`config.mk`:
```
export PLATFORM = sky130hd
export DESIGN_NAME = io_cell_cfg_ctrl
export DESIGN_NICKNAME = d
export VERILOG_FILES = /design/src/rtl/io_cell_cfg_ctrl.sv
export SDC_FILE = /design/constraint.sdc
export NUM_CORES = 1
export LEC_CHECK = 0
export BUFFER_PORTS_ARGS = -buffer_cell sky130_fd_sc_hd__clkbuf_2
export CAP_MARGIN = 20
export CORE_AREA = 2 2 133 233
export CTS_CLUSTER_SIZE = 30
export DETAILED_ROUTE_END_ITERATION = 10
export DIE_AREA = 0 0 135 235
export GPL_ROUTABILITY_DRIVEN = 0
export GPL_TIMING_DRIVEN = 0
export HOLD_SLACK_MARGIN = 0.03
export PLACE_DENSITY = 0.73
export RECOVER_POWER = 100
export SYNTH_ARGS = -nofsm -noshare
export SYNTH_HDL_FRONTEND = slang
export SYNTH_SLANG_ARGS = --single-unit
```
`constraint.sdc`:
```
create_clock -name clk -period 2.2 [get_ports clk]
set_input_delay 0.44 -clock clk [delete_from_list [all_inputs] [get_ports clk]]
set_output_delay 0.44 -clock clk [all_outputs]
set_load 0.02 [all_outputs]
```
`src/rtl/io_cell_cfg_ctrl.sv`:
```
// Configuration controller for the IO cell frame: per-cell shadow registers behind a
// request/grant register port, atomically committed to the active cell_cfg bus.
module io_cell_cfg_ctrl #(
  parameter int unsigned                IOCELL_CFG_W = 5,
  parameter int unsigned                IOCELL_COUNT = 28,
  parameter int unsigned                ADDR_W       = 8,
  parameter logic [IOCELL_CFG_W-1:0]    RESET_CFG    = '0
) (
  input  logic                                 clk,
  input  logic                                 reset,
  input  logic                                 req_i,
  input  logic                                 we_i,
  input  logic [ADDR_W-1:0]                    addr_i,
  input  logic [31:0]                          wdata_i,
  output logic                                 gnt_o,
  output logic                                 rvalid_o,
  output logic [31:0]                          rdata_o,
  output logic                                 err_o,
  output logic                                 commit_done_o,
  output logic [IOCELL_CFG_W*IOCELL_COUNT-1:0] cell_cfg
);

  localparam int unsigned       IDX_W       = (IOCELL_COUNT > 1) ? $clog2(IOCELL_COUNT) : 1;
  localparam logic [ADDR_W-1:0] CTRL_ADDR   = ADDR_W'(IOCELL_COUNT);
  localparam logic [ADDR_W-1:0] STATUS_ADDR = ADDR_W'(IOCELL_COUNT + 1);

  typedef logic [IOCELL_COUNT-1:0][IOCELL_CFG_W-1:0] cfg_bank_t;

  cfg_bank_t   shadow_q;
  cfg_bank_t   active_q;
  logic        pending_q;
  logic        locked_q;
  logic        err_sticky_q;
  logic        rvalid_q;
  logic        err_q;
  logic        commit_done_q;
  logic [31:0] rdata_q;

  logic              hit_shadow;
  logic              hit_ctrl;
  logic              hit_status;
  logic              access_err;
  logic              wr_shadow;
  logic              wr_ctrl;
  logic              do_commit;
  logic              do_lock;
  logic              err_clear;
  logic [IDX_W-1:0]  idx;
  logic [31:0]       rdata_next;

  assign gnt_o = req_i;

  assign hit_shadow = (addr_i < CTRL_ADDR);
  assign hit_ctrl   = (addr_i == CTRL_ADDR);
  assign hit_status = (addr_i == STATUS_ADDR);
  assign idx        = addr_i[IDX_W-1:0];

  // Out-of-range addresses always fault; a locked block also rejects config writes.
  assign access_err = !(hit_shadow || hit_ctrl || hit_status) ||
                      (we_i && locked_q && (hit_shadow || hit_ctrl));

  assign wr_shadow = req_i && we_i && hit_shadow && !locked_q;
  assign wr_ctrl   = req_i && we_i && hit_ctrl   && !locked_q;
  assign do_commit = wr_ctrl && wdata_i[0];
  assign do_lock   = wr_ctrl && wdata_i[1];
  assign err_clear = req_i && we_i && hit_status && wdata_i[2];

  // NOTE: every signal driven here gets a default first so no latch is inferred.
  always_comb begin
    rdata_next = '0;
    if (req_i && !we_i && !access_err) begin
      if (hit_shadow) begin
        rdata_next = 32'(shadow_q[idx]);
      end else if (hit_status) begin
        rdata_next = {29'b0, err_sticky_q, locked_q, pending_q};
      end
    end
  end

  // NOTE: state updates use non-blocking assignments so all flops see pre-edge values.
  always_ff @(posedge clk) begin
    if (reset) begin
      // NOTE: the shadow bank is plain flops, so it is reset like any other register.
      shadow_q      <= {IOCELL_COUNT{RESET_CFG}};
      active_q      <= {IOCELL_COUNT{RESET_CFG}};
      pending_q     <= 1'b0;
      locked_q      <= 1'b0;
      err_sticky_q  <= 1'b0;
      rvalid_q      <= 1'b0;
      err_q         <= 1'b0;
      commit_done_q <= 1'b0;
      rdata_q       <= '0;
    end else begin
      rvalid_q      <= req_i;
      err_q         <= req_i && access_err;
      rdata_q       <= rdata_next;
      commit_done_q <= do_commit;

      if (wr_shadow) begin
        shadow_q[idx] <= wdata_i[IOCELL_CFG_W-1:0];
        pending_q     <= 1'b1;
      end

      // Commit and lock in one write: the copy uses the unlocked shadows of this edge.
      if (do_commit) begin
        active_q  <= shadow_q;
        pending_q <= 1'b0;
      end
      if (do_lock) begin
        locked_q <= 1'b1;
      end

      if (req_i && access_err) begin
        err_sticky_q <= 1'b1;
      end else if (err_clear) begin
        err_sticky_q <= 1'b0;
      end
    end
  end

  assign rvalid_o      = rvalid_q;
  assign rdata_o       = rdata_q;
  assign err_o         = err_q;
  assign commit_done_o = commit_done_q;
  assign cell_cfg      = active_q;

endmodule
```
# Word-level counts from Yosys, hierarchy flattened
# Cells that the tools add are included.
totals:
  input_bits: 44
  register_bits: 318
  elab_cells: 105
op_classes:
  n_reduce_logical: 26
  eq_ne: 2
  magnitude_cmp: 3
  bitwise: 1
  n_mux: 9
ops:
  columns: ["cell", "count"]
  rows:
  - ["140-bit bitwise mux", 1]
  - ["5-bit binary-select mux with 5-bit select", 1]
  - ["5-bit demux with 5-bit select", 1]
  - ["8-bit by 5-bit == test with 1-bit output (second input constant)", 2]
  - ["1-bit logical AND", 15]
  - ["5-bit two-way mux", 3]
  - ["8-bit by 5-bit < comparator with 1-bit output (second input constant)", 1]
  - ["5-bit by 6-bit < comparator with 1-bit output (second input constant)", 1]
  - ["5-bit by 1-bit greater-or-equal comparator with 1-bit output (second input constant)", 1]
  - ["1-bit zero test", 4]
  - ["2-bit OR reduction", 2]
  - ["1-bit logical OR", 3]
  - ["3-bit two-way mux", 1]
  - ["3-bit OR reduction", 1]
  - ["1-bit two-way mux", 2]
  - ["2-bit nonzero test", 1]
  - ["1-bit NOT", 1]

# Logic depth before layout (Yosys ltp)
depth:
  word_depth: 9
  mapped_depth: 8
  depth_no_buf: 5

# Least setup slack after synthesis
# No wires, ideal clock.
synth_timing:
  kind: "input port to flip-flop"
  startpoint: "input addr_i[5]"
  endpoint: "register shadow_q[15] (netlist bit)"
  stages: 6
  slack_ns: 0.013
  path_buffers: 1
  arrival_time_ns: 2.060
  setup_time_ns: 0.128
  path_cell_list: "or3_4 or4b_1 buf_4 nor3_4 mux2i_1 nor2_1"
synth_via:
  elab_chain_cells: 3
synth_rtl:
  columns: ["item", "line_no", "text"]
  rows:
  - ["start, declared", "13", "input logic [ADDR_W-1:0] addr_i,"]
  - ["8-bit by 5-bit < comparator with 1-bit output", "53", "assign hit_shadow = (addr_i < CTRL_ADDR);"]
  - ["1-bit logical AND (2 in series)", "62", "assign wr_shadow = req_i && we_i && hit_shadow && !locked_q;"]
  - ["end signal, assigned", "84", "shadow_q <= {IOCELL_COUNT{RESET_CFG}};"]
  - ["end signal, assigned by index", "100", "shadow_q[idx] <= wdata_i[IOCELL_CFG_W-1:0];"]
  - ["end, declared", "29", "cfg_bank_t shadow_q;"]
# No other way between the ends.
# A chain may end at the register's enable or synchronous reset.

# Worst setup path after layout
layout_timing:
  startpoint: "input addr_i[1]"
  endpoint: "register rdata_q[0], in the netlist rdata_o[0]"
layout_via:
  elab_chain_cells: 9
  elab_cells_between_ends: 16
layout_rtl:
  columns: ["item", "line_no", "text"]
  rows:
  - ["8-bit by 5-bit < comparator with 1-bit output or 8-bit by 5-bit == test with 1-bit output (tied branches)", "53, 54", null]
  - ["1-bit logical OR", "59, 60", null]
  - ["1-bit logical OR", "59", "assign access_err = !(hit_shadow || hit_ctrl || hit_status) ||"]
  - ["1-bit zero test", "59", null]
  - ["1-bit logical OR", "59", null]
  - ["1-bit zero test", "71", "if (req_i && !we_i && !access_err) begin"]
  - ["1-bit logical AND", "71", null]
  - ["1-bit NOT (no source line)", null, null]
  - ["2-bit OR reduction (no source line)", null, null]
  - ["end signal, assigned", "96", "rdata_q <= rdata_next;"]
  - ["end, declared", "37", "logic [31:0] rdata_q;"]
# Parallel ways exist; a longest one is shown, timed or not. The select of a mux whose other input is x is not followed.

==> results.py <==
metrics = {
    "die": {
        "start_util": 0.395,
        "die_w_um": 135,
        "core_area_um2": 29800,
        "die_y_um": 235,
        "die_area_um2": 31700,
        "rows": 84,
        "io_pins": 220,
    },
    "detailed_routing": {
        "routed_wl_um": 39500,
        "post-route-drc-count": 0,
        "via_per_inst": 5.46,
        "ant_nets": 0,
        "vias": 10800,
        "wire_per_inst_um": 19.9,
        "dr.pass1.iters": 6,
        "drt_iter0_markers": 832,
    },
    "clocking": {
        "cts.sinks": 291,
        "cts_max_level": 1,
        "cts_tree": "yes",
        "clockRootBuffer": "clkbuf_16",
        "cts_made_buffers": 24,
        "cts_buffer_depth": 3,
        "clk_pin_slew_ns": 0.07,
        "clock_latency_ns": 0.54,
        "cts_hold_buf": 0,
    },
    "logic_synthesis": {
        "postSynthCellCount": 1358,
        "yosys-mux-area-fraction": 0.137,
        "yosys.area_share.adder": 0,
        "synthXorXnorAreaFrac": 0,
        "ys.flop_type": "dfxtp_1",
        "synth_area_um2": 11800,
        "synth_edf_count": 0,
        "ys_seq_area_frac": 0.494,
        "synth_top_area_cell": "dfxtp_1",
        "async_reset_ff_frac": 0,
        "synthTopCellsByArea": "dfxtp_1 49%, nand2_1 11%, a21oi_1 8.7%",
        "synth_top_family_by_area": "simple AND/OR/NAND/NOR gates",
        "synth_commonest_cells": "361 x nand2_1, 291 x dfxtp_1, 204 x a21oi_1, 98 x mux2i_1, 95 x nor2_1",
        "yosys_warnings": 0,
        "synth_cell_type_count": 48,
        "syn-mean-instance-area_um2": 8.69,
        "yosysMostFrequentCell": "nand2_1",
        "synth_top_area_frac": 0.494,
        "yosys.area_share.simple": 0.205,
        "synth_compound_area_frac": 0.105,
        "ys_ff_latch": 291,
    },
    "cells_and_area": {
        "antennaDiodeCount": 0,
        "multiInputGateArea_um2": 5440,
        "layout.cells.non_filler": 1981,
        "syn2layout_area_growth_pct": 18.7,
        "utilization": 0.469,
        "fillCellCount": 2911,
        "regArea_um2": 5830,
        "drive_above_1_share": 0.108,
        "fin_nets": 1623,
    },
    "timing": {
        "fin_crit_sh": 0.997,
        "setup_viol": 0,
        "drv_slew": 0,
        "hold_viol": 0,
        "hold_slack_ns": 0.348,
        "final.min_clock_period_ns": 2.19,
        "max_slew_margin": 0.361,
        "worstMarginPinSlew_ns": 0.958,
        "tns_ns": 0,
        "fmax_mhz": 456,
        "finClkSkew_ns": 0.0153,
    },
    "global_routing": {
        "grt_max_degree": 17,
        "antenna_found_initial": 0,
        "grt_pass1_wl_um": 59500,
        "track_usage": 0.242,
        "gr-total-overflow": 0,
        "grt_pass1_vias": 10700,
    },
    "worst_setup_path": {
        "cp.arrival_ns": 2.59,
        "cp-end-kind": "flip-flop",
        "required_ns": 2.59,
        "crit_fanout": 10,
        "worst-setup-path-type": "in2reg",
        "start_kind": "primary input",
    },
    "run": {
        "cap_violations": 0,
    },
    "power": {
        "ir_drop_v": 0.000497,
        "power_w": 0.0104,
        "leakage_nw": 4.82,
        "powerDensity_nw_per_um2": 739,
    },
    "placement": {
        "hpwl_um": 29200,
        "io_buffers": 160,
        "dp.cells": 1931,
    },
    "run_status": {
        "status": "complete, no violations",
    },
    "min_path": {
        "holdCritPathClass": "in2reg",
    },
}
## per-layer routing
metal	up-vias	global-route usage	routed length, µm
met3	191	0.0457	3210
li1	4972	-	-
met1	5053	0.252	13400
met2	605	0.419	19400
met4	0	0.188	3520
met5	-	0	0
## power breakdown
| part | switching, W | total (W) | internal, W |
|---|---|---|---|
| registers | 0.00000390 | 0.00527 | 0.00527 |
| clock network | 0.00192 | 0.00458 | 0.00266 |
| logic | 0.000371 | 0.000497 | 0.000125 |
| total | 0.00230 | 0.0104 | 0.00806 |
## final cells by class
| type | count | share of cell area |
|---|---|---|
| tap | 387 | 0.0346 |
| buffer | 140 | 0.0517 |
| multi-input combinational | 950 | 0.388 |
| clock inverter | 4 | 0.00679 |
| clock buffer | 37 | 0.0529 |
| sequential | 291 | 0.416 |
| timing repair buffer | 169 | 0.0496 |
| inverter | 3 | 0.000804 |
## per-stage QoR
| step | setup WS, ns | area (µm²) |
|---|---|---|
| global route | -0.00923 | 14000 |
| detailed placement | -1.01 | 13200 |
| CTS | -0.00675 | 14200 |
| finish | 0.00579 | 14000 |
| global placement | -0.987 | 13200 |
| floorplan | 0.0125 | 11900 |
## worst max-delay path, cell delays in order
cell and delay (ns):
clkbuf_2 0.12, buf_2 0.31, buf_2 0.44, mux4_2 0.40, a211oi_1 0.30, o221ai_1 0.17, a32o_1 0.38
## timing repair
action / CTS / global route
setup endpoints to repair: 183 / 148
pin swaps: 6 / 1
buffers inserted: 7 / 2
resized for setup: 23 / 8
## cell usage in the layout, fill, tap and decap left out, drive strengths merged, types with 3 or more instances in the layout
cell type / instances
nor4: 5
inv: 3
buf: 74
clkbuf: 272
o22ai: 4
a21oi: 204
nor2: 96
bufinv: 3
o21ai: 10
a22oi: 3
nand3: 56
dfxtp: 291
mux2i: 98
conb: 27
nor4b: 4
mux4: 28
a31oi: 5
nor2b: 4
nor3: 14
and3: 4
nand2: 361
and2: 3
## sequential cells by signal, indices dropped and copies added (netlist names)
signal / count
rvalid_o: 1
cell_cfg: 140
shadow_q: 140
err_sticky_q: 1
locked_q: 1
pending_q: 1
rdata_o: 5
err_o: 1
commit_done_o: 1
## worst paths after layout
check / slack [ns] / start / depth (start not counted) / end
max: 0.006 / addr_i[1] / 7 / rdata_o[0]
min: 0.35 / we_i / 5 / pending_q
max reg2reg: 0.08 / locked_q / 8 / cell_cfg[103]
min reg2reg: 0.45 / cell_cfg[95] / 2 / cell_cfg[95]
## cell families (layout without fill, tap and decap cells)
kind of cell,count (synthesis),after routing
flip-flops,291,291
AND/OR/NAND/NOR,561,561
other,1,27
multiplexers,126,126
AO/OA/AOI/OAI,236,236
buffers and inverters,143,353
(Power assumes the default switching activity.)
